**src/rtl/mccu_pkg.sv**
```systemverilog
// ============================================================================
// mccu_pkg : shared encodings for the multi-cycle control unit
// Rev 1.0  : initial release (MCCU_JAL_EN enables jal decode in mccu_decode/mccu_ctrl)
// ============================================================================
`default_nettype none

package mccu_pkg;

  typedef enum logic [2:0] {
    ST_IF  = 3'b000,
    ST_ID  = 3'b001,
    ST_EXE = 3'b010,
    ST_MEM = 3'b011,
    ST_WB  = 3'b100
  } state_t;

  typedef enum logic [3:0] {
    IC_RALU,
    IC_SHIFT,
    IC_IALU,
    IC_LOAD,
    IC_STORE,
    IC_BRANCH,
    IC_JUMP,
    IC_JR,
    IC_JAL,
    IC_ILLEGAL
  } iclass_t;

  localparam logic [5:0] OP_RTYPE = 6'b000000;
  localparam logic [5:0] OP_ADDI  = 6'b001000;
  localparam logic [5:0] OP_ANDI  = 6'b001100;
  localparam logic [5:0] OP_ORI   = 6'b001101;
  localparam logic [5:0] OP_XORI  = 6'b001110;
  localparam logic [5:0] OP_LUI   = 6'b001111;
  localparam logic [5:0] OP_LW    = 6'b100011;
  localparam logic [5:0] OP_SW    = 6'b101011;
  localparam logic [5:0] OP_BEQ   = 6'b000100;
  localparam logic [5:0] OP_BNE   = 6'b000101;
  localparam logic [5:0] OP_J     = 6'b000010;
  localparam logic [5:0] OP_JAL   = 6'b000011;

  localparam logic [5:0] FN_ADD = 6'b100000;
  localparam logic [5:0] FN_SUB = 6'b100010;
  localparam logic [5:0] FN_AND = 6'b100100;
  localparam logic [5:0] FN_OR  = 6'b100101;
  localparam logic [5:0] FN_XOR = 6'b100110;
  localparam logic [5:0] FN_SLL = 6'b000000;
  localparam logic [5:0] FN_SRL = 6'b000010;
  localparam logic [5:0] FN_JR  = 6'b001000;

  localparam logic [3:0] ALU_ADD = 4'b0000;
  localparam logic [3:0] ALU_SUB = 4'b0100;
  localparam logic [3:0] ALU_AND = 4'b0001;
  localparam logic [3:0] ALU_OR  = 4'b0101;
  localparam logic [3:0] ALU_XOR = 4'b0010;
  localparam logic [3:0] ALU_LUI = 4'b0110;
  localparam logic [3:0] ALU_SLL = 4'b0011;
  localparam logic [3:0] ALU_SRL = 4'b0111;

  localparam logic [1:0] SRCB_B      = 2'b00;
  localparam logic [1:0] SRCB_FOUR   = 2'b01;
  localparam logic [1:0] SRCB_IMM    = 2'b10;
  localparam logic [1:0] SRCB_BRANCH = 2'b11;

  localparam logic [1:0] PC_ALU    = 2'b00;
  localparam logic [1:0] PC_ALUOUT = 2'b01;
  localparam logic [1:0] PC_JUMP   = 2'b10;
  localparam logic [1:0] PC_REGA   = 2'b11;

endpackage

`default_nettype wire

```
**src/rtl/mccu_decode.sv**
```systemverilog
// ============================================================================
// mccu_decode : combinational op/func -> instruction class, aluc, sext
// Rev 1.0     : initial release (jal decoded only when MCCU_JAL_EN is defined)
// ============================================================================
`default_nettype none

module mccu_decode
  import mccu_pkg::*;
(
  input  logic [5:0] op,
  input  logic [5:0] func,
  output iclass_t    iclass,
  output logic [3:0] aluc,
  output logic       sext
);

  always_comb begin
    iclass = IC_ILLEGAL;
    aluc   = ALU_ADD;
    sext   = 1'b0;
    case (op)
      OP_RTYPE: begin
        case (func)
          FN_ADD:  begin iclass = IC_RALU;  aluc = ALU_ADD; end
          FN_SUB:  begin iclass = IC_RALU;  aluc = ALU_SUB; end
          FN_AND:  begin iclass = IC_RALU;  aluc = ALU_AND; end
          FN_OR:   begin iclass = IC_RALU;  aluc = ALU_OR;  end
          FN_XOR:  begin iclass = IC_RALU;  aluc = ALU_XOR; end
          FN_SLL:  begin iclass = IC_SHIFT; aluc = ALU_SLL; end
          FN_SRL:  begin iclass = IC_SHIFT; aluc = ALU_SRL; end
          FN_JR:   iclass = IC_JR;
          default: iclass = IC_ILLEGAL;
        endcase
      end
      OP_ADDI: begin iclass = IC_IALU; aluc = ALU_ADD; sext = 1'b1; end
      OP_ANDI: begin iclass = IC_IALU; aluc = ALU_AND; end
      OP_ORI:  begin iclass = IC_IALU; aluc = ALU_OR;  end
      OP_XORI: begin iclass = IC_IALU; aluc = ALU_XOR; end
      OP_LUI:  begin iclass = IC_IALU; aluc = ALU_LUI; end
      OP_LW:   begin iclass = IC_LOAD;  sext = 1'b1; end
      OP_SW:   begin iclass = IC_STORE; sext = 1'b1; end
      // Branch compares rely on the ALU's xor code being the only one that updates zero.
      OP_BEQ, OP_BNE: begin iclass = IC_BRANCH; aluc = ALU_XOR; end
      OP_J:    iclass = IC_JUMP;
`ifdef MCCU_JAL_EN
      OP_JAL:  iclass = IC_JAL;
`endif
      default: iclass = IC_ILLEGAL;
    endcase
  end

endmodule

`default_nettype wire

```
**src/rtl/mccu_ctrl.sv**
```systemverilog
// ============================================================================
// mccu_ctrl : multi-cycle control FSM with memory wait timeout
// Rev 1.0   : initial release (define MCCU_JAL_EN to enable jal support)
// ============================================================================
`default_nettype none

module mccu_ctrl
  import mccu_pkg::*;
#(
  parameter int MEM_TIMEOUT = 16
) (
  input  logic       clk,
  input  logic       clrn,
  input  logic [5:0] op,
  input  logic [5:0] func,
  input  logic       zero,
  input  logic       mem_ready,
  output logic       mem_req,
  output logic       mem_we,
  output logic       iord,
  output logic       wir,
  output logic       wpc,
  output logic       wreg,
  output logic       regrt,
  output logic       m2reg,
  output logic [3:0] aluc,
  output logic       shift,
  output logic       alusrca,
  output logic [1:0] alusrcb,
  output logic       sext,
  output logic [1:0] pcsrc,
  output logic       jal,
  output logic       illegal,
  output logic       bus_err,
  output logic [2:0] state
);

  localparam int CW = (MEM_TIMEOUT > 1) ? $clog2(MEM_TIMEOUT) : 1;
  localparam logic [CW-1:0] WAIT_LAST = (MEM_TIMEOUT > 0) ? CW'(MEM_TIMEOUT - 1) : '0;

  state_t        state_q, state_d;
  logic [CW-1:0] wait_cnt;
  iclass_t       iclass;
  logic [3:0]    dec_aluc;
  logic          dec_sext;
  logic          waiting, timeout;
  logic          req_c, we_c, wir_c, wpc_c, wreg_c, ill_c, berr_c;

  mccu_decode u_decode (
    .op     (op),
    .func   (func),
    .iclass (iclass),
    .aluc   (dec_aluc),
    .sext   (dec_sext)
  );

  assign waiting = ((state_q == ST_IF) || (state_q == ST_MEM)) && !mem_ready;
  assign timeout = (MEM_TIMEOUT != 0) && waiting && (wait_cnt == WAIT_LAST);

  always_ff @(posedge clk) begin
    if (!clrn) begin
      state_q  <= ST_IF;
      wait_cnt <= '0;
    end else begin
      state_q <= state_d;
      if ((state_d != state_q) || timeout)
        wait_cnt <= '0;
      else if (waiting)
        wait_cnt <= wait_cnt + CW'(1);
    end
  end

  always_comb begin
    state_d = state_q;
    req_c   = 1'b0;
    we_c    = 1'b0;
    wir_c   = 1'b0;
    wpc_c   = 1'b0;
    wreg_c  = 1'b0;
    ill_c   = 1'b0;
    berr_c  = 1'b0;
    iord    = 1'b0;
    regrt   = 1'b0;
    m2reg   = 1'b0;
    aluc    = ALU_ADD;
    shift   = 1'b0;
    alusrca = 1'b0;
    alusrcb = SRCB_B;
    sext    = 1'b0;
    pcsrc   = PC_ALU;
    jal     = 1'b0;
    case (state_q)
      ST_IF: begin
        alusrcb = SRCB_FOUR;
        req_c   = !timeout;
        berr_c  = timeout;
        if (mem_ready) begin
          wir_c   = 1'b1;
          wpc_c   = 1'b1;
          state_d = ST_ID;
        end
      end
      ST_ID: begin
        // PC + (sext imm << 2) is computed here so a branch target sits in ALUOut for EXE.
        alusrcb = SRCB_BRANCH;
        sext    = 1'b1;
        state_d = ST_EXE;
        case (iclass)
          IC_JUMP: begin wpc_c = 1'b1; pcsrc = PC_JUMP; state_d = ST_IF; end
          IC_JR:   begin wpc_c = 1'b1; pcsrc = PC_REGA; state_d = ST_IF; end
          IC_ILLEGAL: begin ill_c = 1'b1; state_d = ST_IF; end
`ifdef MCCU_JAL_EN
          IC_JAL: begin
            wpc_c   = 1'b1;
            pcsrc   = PC_JUMP;
            wreg_c  = 1'b1;
            jal     = 1'b1;
            state_d = ST_IF;
          end
`endif
          default: state_d = ST_EXE;
        endcase
      end
      ST_EXE: begin
        alusrca = 1'b1;
        aluc    = dec_aluc;
        sext    = dec_sext;
        state_d = ST_WB;
        case (iclass)
          IC_RALU:  state_d = ST_WB;
          IC_SHIFT: begin alusrca = 1'b0; shift = 1'b1; end
          IC_IALU:  alusrcb = SRCB_IMM;
          IC_LOAD, IC_STORE: begin alusrcb = SRCB_IMM; state_d = ST_MEM; end
          IC_BRANCH: begin
            pcsrc   = PC_ALUOUT;
            wpc_c   = (op == OP_BNE) ? !zero : zero;
            state_d = ST_IF;
          end
          default: state_d = ST_IF;
        endcase
      end
      ST_MEM: begin
        iord  = 1'b1;
        req_c = !timeout;
        we_c  = (iclass == IC_STORE) && !timeout;
        if (mem_ready)
          state_d = (iclass == IC_STORE) ? ST_IF : ST_WB;
        else if (timeout)
          state_d = ST_IF;
      end
      ST_WB: begin
        wreg_c  = 1'b1;
        regrt   = (iclass == IC_IALU) || (iclass == IC_LOAD);
        m2reg   = (iclass == IC_LOAD);
        state_d = ST_IF;
      end
      default: state_d = ST_IF;
    endcase
  end

  // Anything that commits state outside the controller is held off during reset.
  assign mem_req = req_c  & clrn;
  assign mem_we  = we_c   & clrn;
  assign wir     = wir_c  & clrn;
  assign wpc     = wpc_c  & clrn;
  assign wreg    = wreg_c & clrn;
  assign illegal = ill_c  & clrn;
  assign bus_err = berr_c & clrn;
  assign state   = state_q;

endmodule

`default_nettype wire

```
**config.mk**
```make
export PLATFORM = sky130hd
export DESIGN_NAME = mccu_ctrl
export DESIGN_NICKNAME = d
export VERILOG_FILES = /design/src/rtl/mccu_pkg.sv /design/src/rtl/mccu_decode.sv /design/src/rtl/mccu_ctrl.sv
export SDC_FILE = /design/constraint.sdc
export NUM_CORES = 1
export LEC_CHECK = 0
export ABC_AREA = 0
export BUFFER_PORTS_ARGS = -buffer_cell sky130_fd_sc_hd__buf_2
export CAP_MARGIN = 0
export CORE_UTILIZATION = 52
export DETAILED_ROUTE_END_ITERATION = 10
export MAX_ROUTING_LAYER = met4
export PLACE_DENSITY = 0.85
export SYNTH_ARGS = -nofsm -noshare
export SYNTH_HDL_FRONTEND = slang
export SYNTH_SLANG_ARGS = --single-unit
```
**constraint.sdc**
```tcl
create_clock -name clk -period 3.6 [get_ports clk]
set_clock_uncertainty 0.05 [all_clocks]
set_input_delay 0.72 -clock clk [delete_from_list [all_inputs] [get_ports clk]]
set_output_delay 0.72 -clock clk [all_outputs]
set_load 0.005 [all_outputs]
```
* Word level (Yosys, flattened, before mapping)
Index checks and enable logic that the tools add are counted.
** Operators by class
- Add/sub/neg operators :: 1
- Multipliers :: 0
- Divide/modulo/power cells :: 0
- Magnitude comparators :: 0
- Eq/ne operators :: 31
- Shift-type cells :: 0
- Muxes and demuxes :: 38
- Bitwise operators :: 8
- Reduce and logical (&&, ||, !) cells :: 26
** Operator list (number)
- 6-bit equality test, second input constant :: 7
- 6-bit by 4-bit equality test with 1-bit output, second input constant :: 6
- 4-bit case mux with 6 select lines :: 1
- 1-bit two-way mux :: 20
- 4-bit case mux with 5 select lines :: 1
- 3-bit case mux with 6 select lines :: 1
- 4-bit by 3-bit equality test with 1-bit output, second input constant :: 4
- 3-bit OR reduction :: 5
- 6-bit by 2-bit equality test with 1-bit output, second input constant :: 2
- 6-bit by 3-bit equality test with 1-bit output, second input constant :: 2
- 6-bit zero test :: 2
- 3-bit two-way mux :: 4
- 3-bit case mux with 4 select lines :: 1
- 4-bit case mux with 3 select lines :: 1
- 2-bit OR reduction :: 6
- 5-bit OR reduction :: 2
- 4-bit by 2-bit equality test with 1-bit output, second input constant :: 2
- 4-bit equality test, second input constant :: 2
- 2-bit case mux with 2 select lines :: 2
- 1-bit bitwise AND :: 7
- 3-bit by 2-bit equality test with 1-bit output, second input constant :: 2
- 2-bit case mux with 3 select lines :: 1
- 3-bit case mux with 2 select lines :: 1
- 4-bit by 1-bit adder with 4-bit output, second input constant :: 1
- other kinds (14) :: 21
** Word-level totals
- Register bits :: 7
- Latch bits :: 0
- RAM bits :: 0
- Memory bits (read-only) :: 0
- Bits of input ports :: 16
- Output and inout bits :: 25
- Memories kept :: 0

* Logic depth before layout (Yosys ltp)
Gate-level depths: netlist (run 1).
- Depth after elaboration :: 11
- Gate-level depth with buffers :: 7
- Gate-level depth less buffers :: 6

* Modules after synthesis
A second synthesis (run 1) with hierarchy kept.
** Second synthesis, totals
- Cell total of the unflattened synthesis :: 144
- Area total of the unflattened synthesis :: 985.9 µm²
** By module, submodules not included
- mccu_ctrl :: instances 1, cells an instance 89, area an instance 663.1 µm², seq. area each 140.1 µm²
- mccu_decode :: instances 1, cells an instance 55, area an instance 322.8 µm², seq. area each 0.0 µm²

* Least setup slack after synthesis (run 1)
Ideal clock, no wire load.
- Path type :: input to output
- Start point :: input port func[1]
- End point :: output port wpc
- Data arrival time :: 2.116 ns
- Setup slack :: 0.714 ns
- Stages :: 6
- Buffers on the path :: 0
- Cells stage by stage :: nand2b_1 -> a2111o_1 -> a221oi_2 -> nor2_2 -> mux2_4 -> o21bai_2
** Between the ends
- Cells in the longest elaborated chain, start to end :: 9
- Elaborated cells between the ends (all ways) :: 20
** Ends and longest elaborated chain
- from (decl) :: RTL line mccu_ctrl.sv:15 : input logic [5:0] func,
- 6-bit equality test, or another cell as far along :: RTL line mccu_decode.sv:23 : case (func)
- 5-bit OR reduction (no source line) / 2-bit OR reduction (equally long branches)
- 4-bit case mux with 3 select lines (*) :: RTL line mccu_decode.sv:23
- 4-bit case mux with 6 select lines (*) :: RTL line mccu_decode.sv:21 : case (op)
- 4-bit by 3-bit equality test with 1-bit output :: RTL line mccu_ctrl.sv:108 : case (iclass)
- 2-bit OR reduction (no source line)
- 1-bit two-way mux :: RTL line mccu_ctrl.sv:108
- 1-bit case mux with 3 select lines (*) :: RTL line mccu_ctrl.sv:92 : case (state_q)
- 1-bit bitwise AND (*) :: RTL line mccu_ctrl.sv:165 : assign wpc = wpc_c & clrn;
- to (decl) :: RTL line mccu_ctrl.sv:22 : output logic wpc,
Every way passes the cells marked *; elsewhere a longest branch is shown, timed or not.

* Worst setup path after layout (run 1)
Ends and elaborated chain as after synthesis.

==> impl_metrics.yaml, run 1 <==
outcome:
  status: "finished, final reports clean"
synth:
  ys_seq_area_frac: 0.140
  synth_seq_cells: 7
  syn_area_mm2: 0.00100
  ys_async_sr_fraction: 0
  synth_edf_count: 0
  synth_flop_cell: "dfxtp_1"
  syn-mean-instance-area_um2: 6.68
  synth-warning-count: 0
  syn-instance-count: 150
  synth.distinct_cells: 50
clock_network:
  postCtsHoldBufs: 0
  cts_buffers: 3
  post_cts_buffers: 0
  insertion_delay_ns: 0.26
  clock-sinks: 7
  cts_root_buf: "clkbuf_4"
  ctsResizeCount: 0
  cts_tree: "built"
  htree_levels: 1
  clockBufferDepth: 2
  cts.clk_slew.worst_paths_ns: 0.05
setup_path:
  required_ns: 2.83
  crit_path_max_incr_delay_ns: 0.46
  cp.arrival_ns: 2.49
  crit_type: "input pin to primary output"
  crit_path_max_fanout: 6
  startpoint: "func[1]"
  cp_cell_sequence: "buf_2 -> nand2b_1 -> a2111o_1 -> a221oi_2 -> nor2_2 -> mux2_4 -> o21bai_2 -> buf_2"
  path_common_cell: "buf_2"
  crit_path_end_kind: "primary output"
  path_buf_inv: 2
  critPathSlowestCell: "a2111o_1"
  path_delay_family: "compound AO/OA/AOI/OAI gates"
  timing.rr.start: "state[1]"
  startpoint_type: "input pin"
hold_path:
  min-delay-start: "wait_cnt[0]"
  hold_path.class: "flip-flop to flip-flop"
sta:
  min_period_ns: 3.26
  setup_viol: 0
  rsz0062_at_grt: "no"
  fin_crit_sh: 0.905
  finalHoldViolCount: 0
  slew_violations: 0
  whs_ns: 0.396
  relSlewSlack: 0.667
  finalSetupTns_ns: 0
  max_freq_mhz: 307
  tightest_slew_ns: 0.486
grt:
  grt_use_total: 0.271
  grt_pass1_wl_mm: 4.11
  grt-ovfl-total: 0
  antenna_found_initial: 0
  grt_pass1_vias: 984
  grt_max_degree: 15
job:
  max_cap_viol_count: 0
route:
  vias: 1227
  first_iter_violations: 69
  drc: 0
  finalWirelength_mm: 2.70
  via_per_inst: 5.82
  drt-wirelength-per-cell_um: 12.8
  drt_pass1_iterations: 4
  postRouteAntennaNets: 0
power_and_ir_drop:
  leakagePower_nw: 0.528
  ir_drop_mv: 0.173
  powerDensity_mw_per_mm2: 195
floorplan:
  row_count: 15
  die_area_mm2: 0.00211
  die_w_um: 45.9
  die_h_um: 45.9
  boundaryPins: 41
  initial_core_util: 0.568
  core_area_mm2: 0.00176
final_layout:
  n_antenna_cell: 0
  final_common_cell: "buf_2"
  layout_common_cells: "38 x buf_2, 24 x nor2_1, 16 x nand2_1"
  drive_gt1_frac: 0.274
  final_nets: 204
  syn_to_final_growth_pct: 19.5
  fill_cells: 181
placed_design:
  port_buffers: 38
  place.gp.congestion: 0.940
  dp_hpwl_mm: 2.11
## registers in the layout (all words and copies together), names as in the netlist
register,cells
state,3
wait_cnt,4
## cells by family after synthesis
| logic type | share of synthesized area |
|---|---|
| adder cells (fa/ha/maj) | 0.0125 |
| AND/OR/NAND/NOR | 0.462 |
| multiplexers | 0.0150 |
| buffers and inverters | 0.0786 |
| AO/OA/AOI/OAI | 0.253 |
| flip-flops | 0.140 |
| XOR/XNOR | 0.0350 |
| other | 0.00374 |
## synth_stat cells, types with 4 or more instances
cell type / instances / area, um2
nand2_1: 16 / 60.1
nor2b_1: 4 / 25.0
a21oi_1: 5 / 25.0
nand3b_1: 6 / 45.0
nor2_1: 24 / 90.1
nor3b_1: 4 / 30.0
inv_1: 6 / 22.5
o21ai_0: 7 / 35.0
nand3_1: 11 / 55.1
dfxtp_1: 7 / 140
nor3_1: 6 / 30.0
## worst register-to-register path, cell delays in order, from the launching register on
cell and delay, ns:
dfxtp_1 0.36, nand2_1 0.15, inv_1 0.09, o21ai_0 0.31, nand3b_1 0.21, nor2_1 0.06
## power breakdown
| part | switching (mW) | leakage, nW | total (mW) | internal [mW] |
|---|---|---|---|---|
| Clock | 0.0323 | 0.0150 | 0.0749 | 0.0425 |
| Combinational | 0.0465 | 0.457 | 0.0773 | 0.0307 |
| Sequential | 0.00177 | 0.0569 | 0.0813 | 0.0795 |
## layer usage
metal | part of all wire | global-route usage
met5 | 0 | -
met4 | 0.0030 | 0.0412
met3 | 0.064 | 0.0595
met2 | 0.46 | 0.408
met1 | 0.47 | 0.373
## metrics by stage
step | cells | setup slack [ns] | instance area (um2) | power [mW] | util
2_1_floorplan | 151 | 0.714 | 1010 | 0.135 | -
3_3_place_gp | 207 | 0.436 | 1170 | 0.157 | 0.664
3_5_place_dp | 207 | 0.369 | 1170 | 0.159 | 0.664
4_1_cts | 211 | 0.364 | 1200 | 0.233 | 0.679
5_1_grt | 211 | 0.271 | 1200 | 0.247 | 0.679
6_report | 211 | 0.341 | 1200 | 0.233 | 0.679
## cell type report
cell class / instances / area, um2 / area share
Multi-Input combinational cell: 131 / 787 / 0.657
Inverter: 6 / 22.5 / 0.0188
Tap cell: 25 / 31.3 / 0.0261
Clock buffer: 4 / 26.3 / 0.0219
Timing Repair Buffer: 38 / 190 / 0.159
Sequential cell: 7 / 140 / 0.117
## path summary, 6_finish.rpt
path,slack (ns),cells after the start,endpoint
worst max-delay path,0.34,8,wpc
worst min-delay path,0.40,1,wait_cnt[0]
worst max register to register,2.25,5,wait_cnt[3]
worst min register to register,0.40,1,wait_cnt[0]
No activity file was read; power rests on OpenSTA's default activity.
==> run 2, diff against run 1 <==
--- a/config.mk
+++ b/config.mk
@@ -8,10 +8,12 @@
 export ABC_AREA = 0
 export BUFFER_PORTS_ARGS = -buffer_cell sky130_fd_sc_hd__buf_2
 export CAP_MARGIN = 0
-export CORE_UTILIZATION = 52
+export CORE_UTILIZATION = 54
+export CTS_BUF_LIST = sky130_fd_sc_hd__clkbuf_8
 export DETAILED_ROUTE_END_ITERATION = 10
 export MAX_ROUTING_LAYER = met4
-export PLACE_DENSITY = 0.85
+export PLACE_DENSITY = 0.88
+export SLEW_MARGIN = 5
 export SYNTH_ARGS = -nofsm -noshare
 export SYNTH_HDL_FRONTEND = slang
 export SYNTH_SLANG_ARGS = --single-unit
==> run 2 against run 1 <==
Compared with the run above: hold slack worse by 0.0036 ns; flip-flop and latch count unchanged; first-iteration DRC count is 17% lower; total power grew 16%; sequential power is 0.5% higher; global-route usage rose by 1.9 points; critical endpoint unchanged; critical path depth did not move; die area fell by 3.5%; setup slack lost 0.018 ns; cell area increased by 1.6%.
==> impl_metrics.yaml, run 2 (synthesis results as in run 1) <==
outcome:
  status: "finished, final reports clean"
final_layout:
  drive_gt1_frac: 0.274
  syn_to_final_growth_pct: 21.3
  register_area_um2: 140
  utilization: 0.704
  largest_register_ffs: 4
  final_common_cell: "buf_2"
  final_cells: 211
  fill_cells: 152
  multi_input_area_um2: 787
  stdcell_area_mm2: 0.00122
  largest-register: "wait_cnt"
  final_nets: 204
  n_antenna_cell: 0
  layout_common_cells: "38 x buf_2, 24 x nor2_1, 16 x nand2_1"
floorplan:
  row_count: 15
  boundaryPins: 41
  core_area_mm2: 0.00173
  die_w_um: 45.1
  die_h_um: 45.1
  initial_core_util: 0.580
  die_area_mm2: 0.00203
grt:
  antenna_found_initial: 0
  grt_pass1_wl_mm: 4.28
  grt_max_degree: 15
  grt_pass1_vias: 1035
  grt-ovfl-total: 0
  grt_use_total: 0.289
route:
  drt_pass1_iterations: 5
  postRouteAntennaNets: 0
  first_iter_violations: 57
  drc: 0
  via_per_inst: 5.98
  top_layer: "met4"
  wl_met2_mm: 1.22
  drt-wirelength-per-cell_um: 12.9
  vias: 1262
  wl_met3_um: 197
  met1_length_mm: 1.25
  finalWirelength_mm: 2.73
placed_design:
  dp_hpwl_mm: 2.09
  place.gp.congestion: 0.950
  port_buffers: 38
  post-place-ws_ns: 0.346
  dpl_cell_area_mm2: 0.00117
  dp.cells: 207
power_and_ir_drop:
  intPower_mw: 0.185
  seq_power_share: 0.303
  swShare: 0.316
  power.share.clock: 0.408
  leakagePower_nw: 0.540
  powerDensity_mw_per_mm2: 222
  power_frac_comb: 0.290
  ir_drop_mv: 0.349
  finalPower_mw: 0.270
  p_switching_mw: 0.0852
sta:
  slew_violations: 0
  min_period_ns: 3.28
  setup_viol: 0
  finalWorstSetupSlack_ns: 0.323
  finalSetupTns_ns: 0
  rsz0062_at_grt: "no"
  max_freq_mhz: 305
  finalHoldViolCount: 0
  whs_ns: 0.393
  fin_crit_sh: 0.910
clock_network:
  cts.clk_slew.worst_paths_ns: 0.04
  clockBufferDepth: 2
  clock-sinks: 7
  post_cts_buffers: 0
  htree_levels: 1
  postCtsHoldBufs: 0
  insertion_delay_ns: 0.23
  cts_root_buf: "clkbuf_8"
  ctsResizeCount: 0
  cts_tree: "built"
  cts_buffers: 3
setup_path:
  startpoint_type: "input pin"
  cp.arrival_ns: 2.51
  crit_path_max_fanout: 6
  crit_type: "input pin to primary output"
  crit_path_end_kind: "primary output"
  required_ns: 2.83
  r2r_slack_ns: 2.28
job:
  max_cap_viol_count: 0
hold_path:
  hold_path.class: "flip-flop to flip-flop"
==> run 2: area by class of cell <==
cell class,count,area share
Multi-Input combinational cell,131,0.647
Clock buffer,3,0.0340
Tap cell,25,0.0257
Inverter,6,0.0185
Timing Repair Buffer,38,0.156
Clock inverter,1,0.00309
Sequential cell,7,0.115
==> run 2: worst paths after layout <==
check / cells after the start / startpoint / end
worst max-delay path: 8 / func[1] / wpc
worst min-delay path: 1 / wait_cnt[0] / wait_cnt[0]
worst max register to register: 5 / state[1] / wait_cnt[3]
worst min register to register: 1 / wait_cnt[0] / wait_cnt[0]
==> run 2: critical path: stages <==
cell and delay (ns):
buf_2 0.13, nand2b_1 0.16, a2111o_1 0.46, a221oi_2 0.39, nor2_2 0.10, mux2_4 0.31, o21bai_2 0.10, buf_2 0.12
==> run 2: routing by layer <==
| metal | vias to the layer above | global-route usage |
|---|---|---|
| li1 | 613 | - |
| met1 | 563 | 0.386 |
| met2 | 74 | 0.443 |
| met3 | 12 | 0.0600 |
| met4 | 0 | 0.0727 |
| met5 | - | - |
==> run 2: power groups by stage <==
stage | Combinational (mW) | Clock, mW | Sequential [mW]
2_1_floorplan | 0.0522 | 0 | 0.0828
3_3_place_gp | 0.0733 | 0 | 0.0827
3_5_place_dp | 0.0760 | 0 | 0.0829
4_1_cts | 0.0765 | 0.108 | 0.0817
5_1_grt | 0.0865 | 0.115 | 0.0820
6_report | 0.0781 | 0.110 | 0.0817
==> run 3, diff against run 2 <==
--- a/config.mk
+++ b/config.mk
@@ -8,11 +8,13 @@
 export ABC_AREA = 0
 export BUFFER_PORTS_ARGS = -buffer_cell sky130_fd_sc_hd__buf_2
 export CAP_MARGIN = 0
+export CORE_MARGIN = 4
 export CORE_UTILIZATION = 54
 export CTS_BUF_LIST = sky130_fd_sc_hd__clkbuf_8
 export DETAILED_ROUTE_END_ITERATION = 10
 export MAX_ROUTING_LAYER = met4
 export PLACE_DENSITY = 0.88
+export RECOVER_POWER = 100
 export SLEW_MARGIN = 5
 export SYNTH_ARGS = -nofsm -noshare
 export SYNTH_HDL_FRONTEND = slang
==> run 3 against run 2 <==
Compared with the run above: flip-flop and latch count stayed put; critical path depth is the same; critical path type unchanged; cell area shrank 2.4%; hold slack about the same.
==> impl_metrics.yaml, run 3 (synthesis results as in run 1) <==
final_layout:
  layout_common_cells: "25 x nor2_1, 20 x buf_2, 17 x clkbuf_1"
  final_nets: 204
  utilization: 0.680
  largest-register: "wait_cnt"
  n_antenna_cell: 0
  fill_cells: 181
  drive_gt1_frac: 0.167
  syn_to_final_growth_pct: 18.5
  final_common_cell: "nor2_1"
  largest_register_ffs: 4
grt:
  grt_pass1_wl_mm: 4.93
  grt_pass1_vias: 1165
  grt-ovfl-total: 0
  grt_max_degree: 15
  antenna_found_initial: 0
  grt_use_total: 0.248
clock_network:
  htree_levels: 1
  cts_root_buf: "clkbuf_8"
  ctsResizeCount: 0
  post_cts_buffers: 0
  cts_tree: "built"
  clock-sinks: 7
  postCtsHoldBufs: 0
  insertion_delay_ns: 0.23
  cts_buffers: 3
  clockBufferDepth: 2
  cts.clk_slew.worst_paths_ns: 0.04
sta:
  max_freq_mhz: 300
  finalWorstSetupSlack_ns: 0.262
  whs_ns: 0.392
  setup_viol: 0
  relSlewSlack: 0.617
  finalSetupTns_ns: 0
  min_period_ns: 3.34
  rsz0062_at_grt: "no"
  tightest_slew_ns: 0.561
  slew_violations: 0
  fin_crit_sh: 0.927
  finalHoldViolCount: 0
setup_path:
  startpoint_type: "input pin"
  path_common_cell: "buf_2"
  cp_cell_sequence: "buf_2 -> nand2b_1 -> a2111o_1 -> a221oi_2 -> nor2_1 -> mux2_1 -> o21bai_2 -> buf_2"
  cp.arrival_ns: 2.57
  required_ns: 2.83
  path_delay_family: "compound AO/OA/AOI/OAI gates"
  critPathSlowestCell: "a2111o_1"
  path_buf_inv: 2
  crit_path_max_fanout: 6
  crit_type: "input pin to primary output"
  crit_path_end_kind: "primary output"
  crit_path_max_incr_delay_ns: 0.46
route:
  postRouteAntennaNets: 0
  drt-wirelength-per-cell_um: 14.4
  vias: 1279
  drt_pass1_iterations: 6
  first_iter_violations: 118
  via_per_inst: 6.06
  drc: 0
  finalWirelength_mm: 3.04
floorplan:
  row_count: 15
  die_area_mm2: 0.00261
  die_w_um: 51.1
  die_h_um: 51.1
  boundaryPins: 41
  core_area_mm2: 0.00175
  initial_core_util: 0.574
outcome:
  status: "finished, final reports clean"
placed_design:
  place.gp.congestion: 0.904
  post-place-ws_ns: 0.345
  dp_hpwl_mm: 2.35
  port_buffers: 38
power_and_ir_drop:
  powerDensity_mw_per_mm2: 228
  ir_drop_mv: 0.232
  leakagePower_nw: 0.467
job:
  max_cap_viol_count: 0
hold_path:
  hold_path.class: "flip-flop to flip-flop"
[run 3: area by class of cell]
type,instances,area (um2),area share
sequential,7,140,0.118
timing repair buffer,38,169,0.142
clock inverter,1,3.75,0.00316
clock buffer,3,41.3,0.0348
multi-input combinational,131,779,0.656
tap,25,31.3,0.0263
inverter,6,22.5,0.0190
[run 3: power by group]
group | leakage, nW | internal [mW] | switching, mW
Combinational | 0.384 | 0.0290 | 0.0494
Sequential | 0.0569 | 0.0799 | 0.00170
Clock | 0.0269 | 0.0740 | 0.0372
[run 3: path summary, 6_finish.rpt]
path                     from           to  slack [ns]  depth (start not counted)
hold / removal    wait_cnt[0]  wait_cnt[0]        0.39                          1
setup / recovery      func[1]          wpc        0.26                          8
setup reg to reg     state[1]  wait_cnt[3]        2.25                          5
hold reg to reg   wait_cnt[0]  wait_cnt[0]        0.39                          1
[run 3: layer usage]
layer  global-route usage  part of all wire  up-vias
met4               0.0717             0.015        0
met5                    -                 0        -
met1                0.293              0.42      556
li1                     -                 -      617
met2                0.421              0.47       97
met3               0.0554              0.10        9
[run 3: per-stage QoR]
step | instance area (um2) | power [mW] | cells
2_1_floorplan | 1010 | 0.135 | 151
3_3_place_gp | 1170 | 0.157 | 207
3_5_place_dp | 1170 | 0.160 | 207
4_1_cts | 1220 | 0.270 | 211
5_1_grt | 1190 | 0.284 | 211
6_report | 1190 | 0.271 | 211
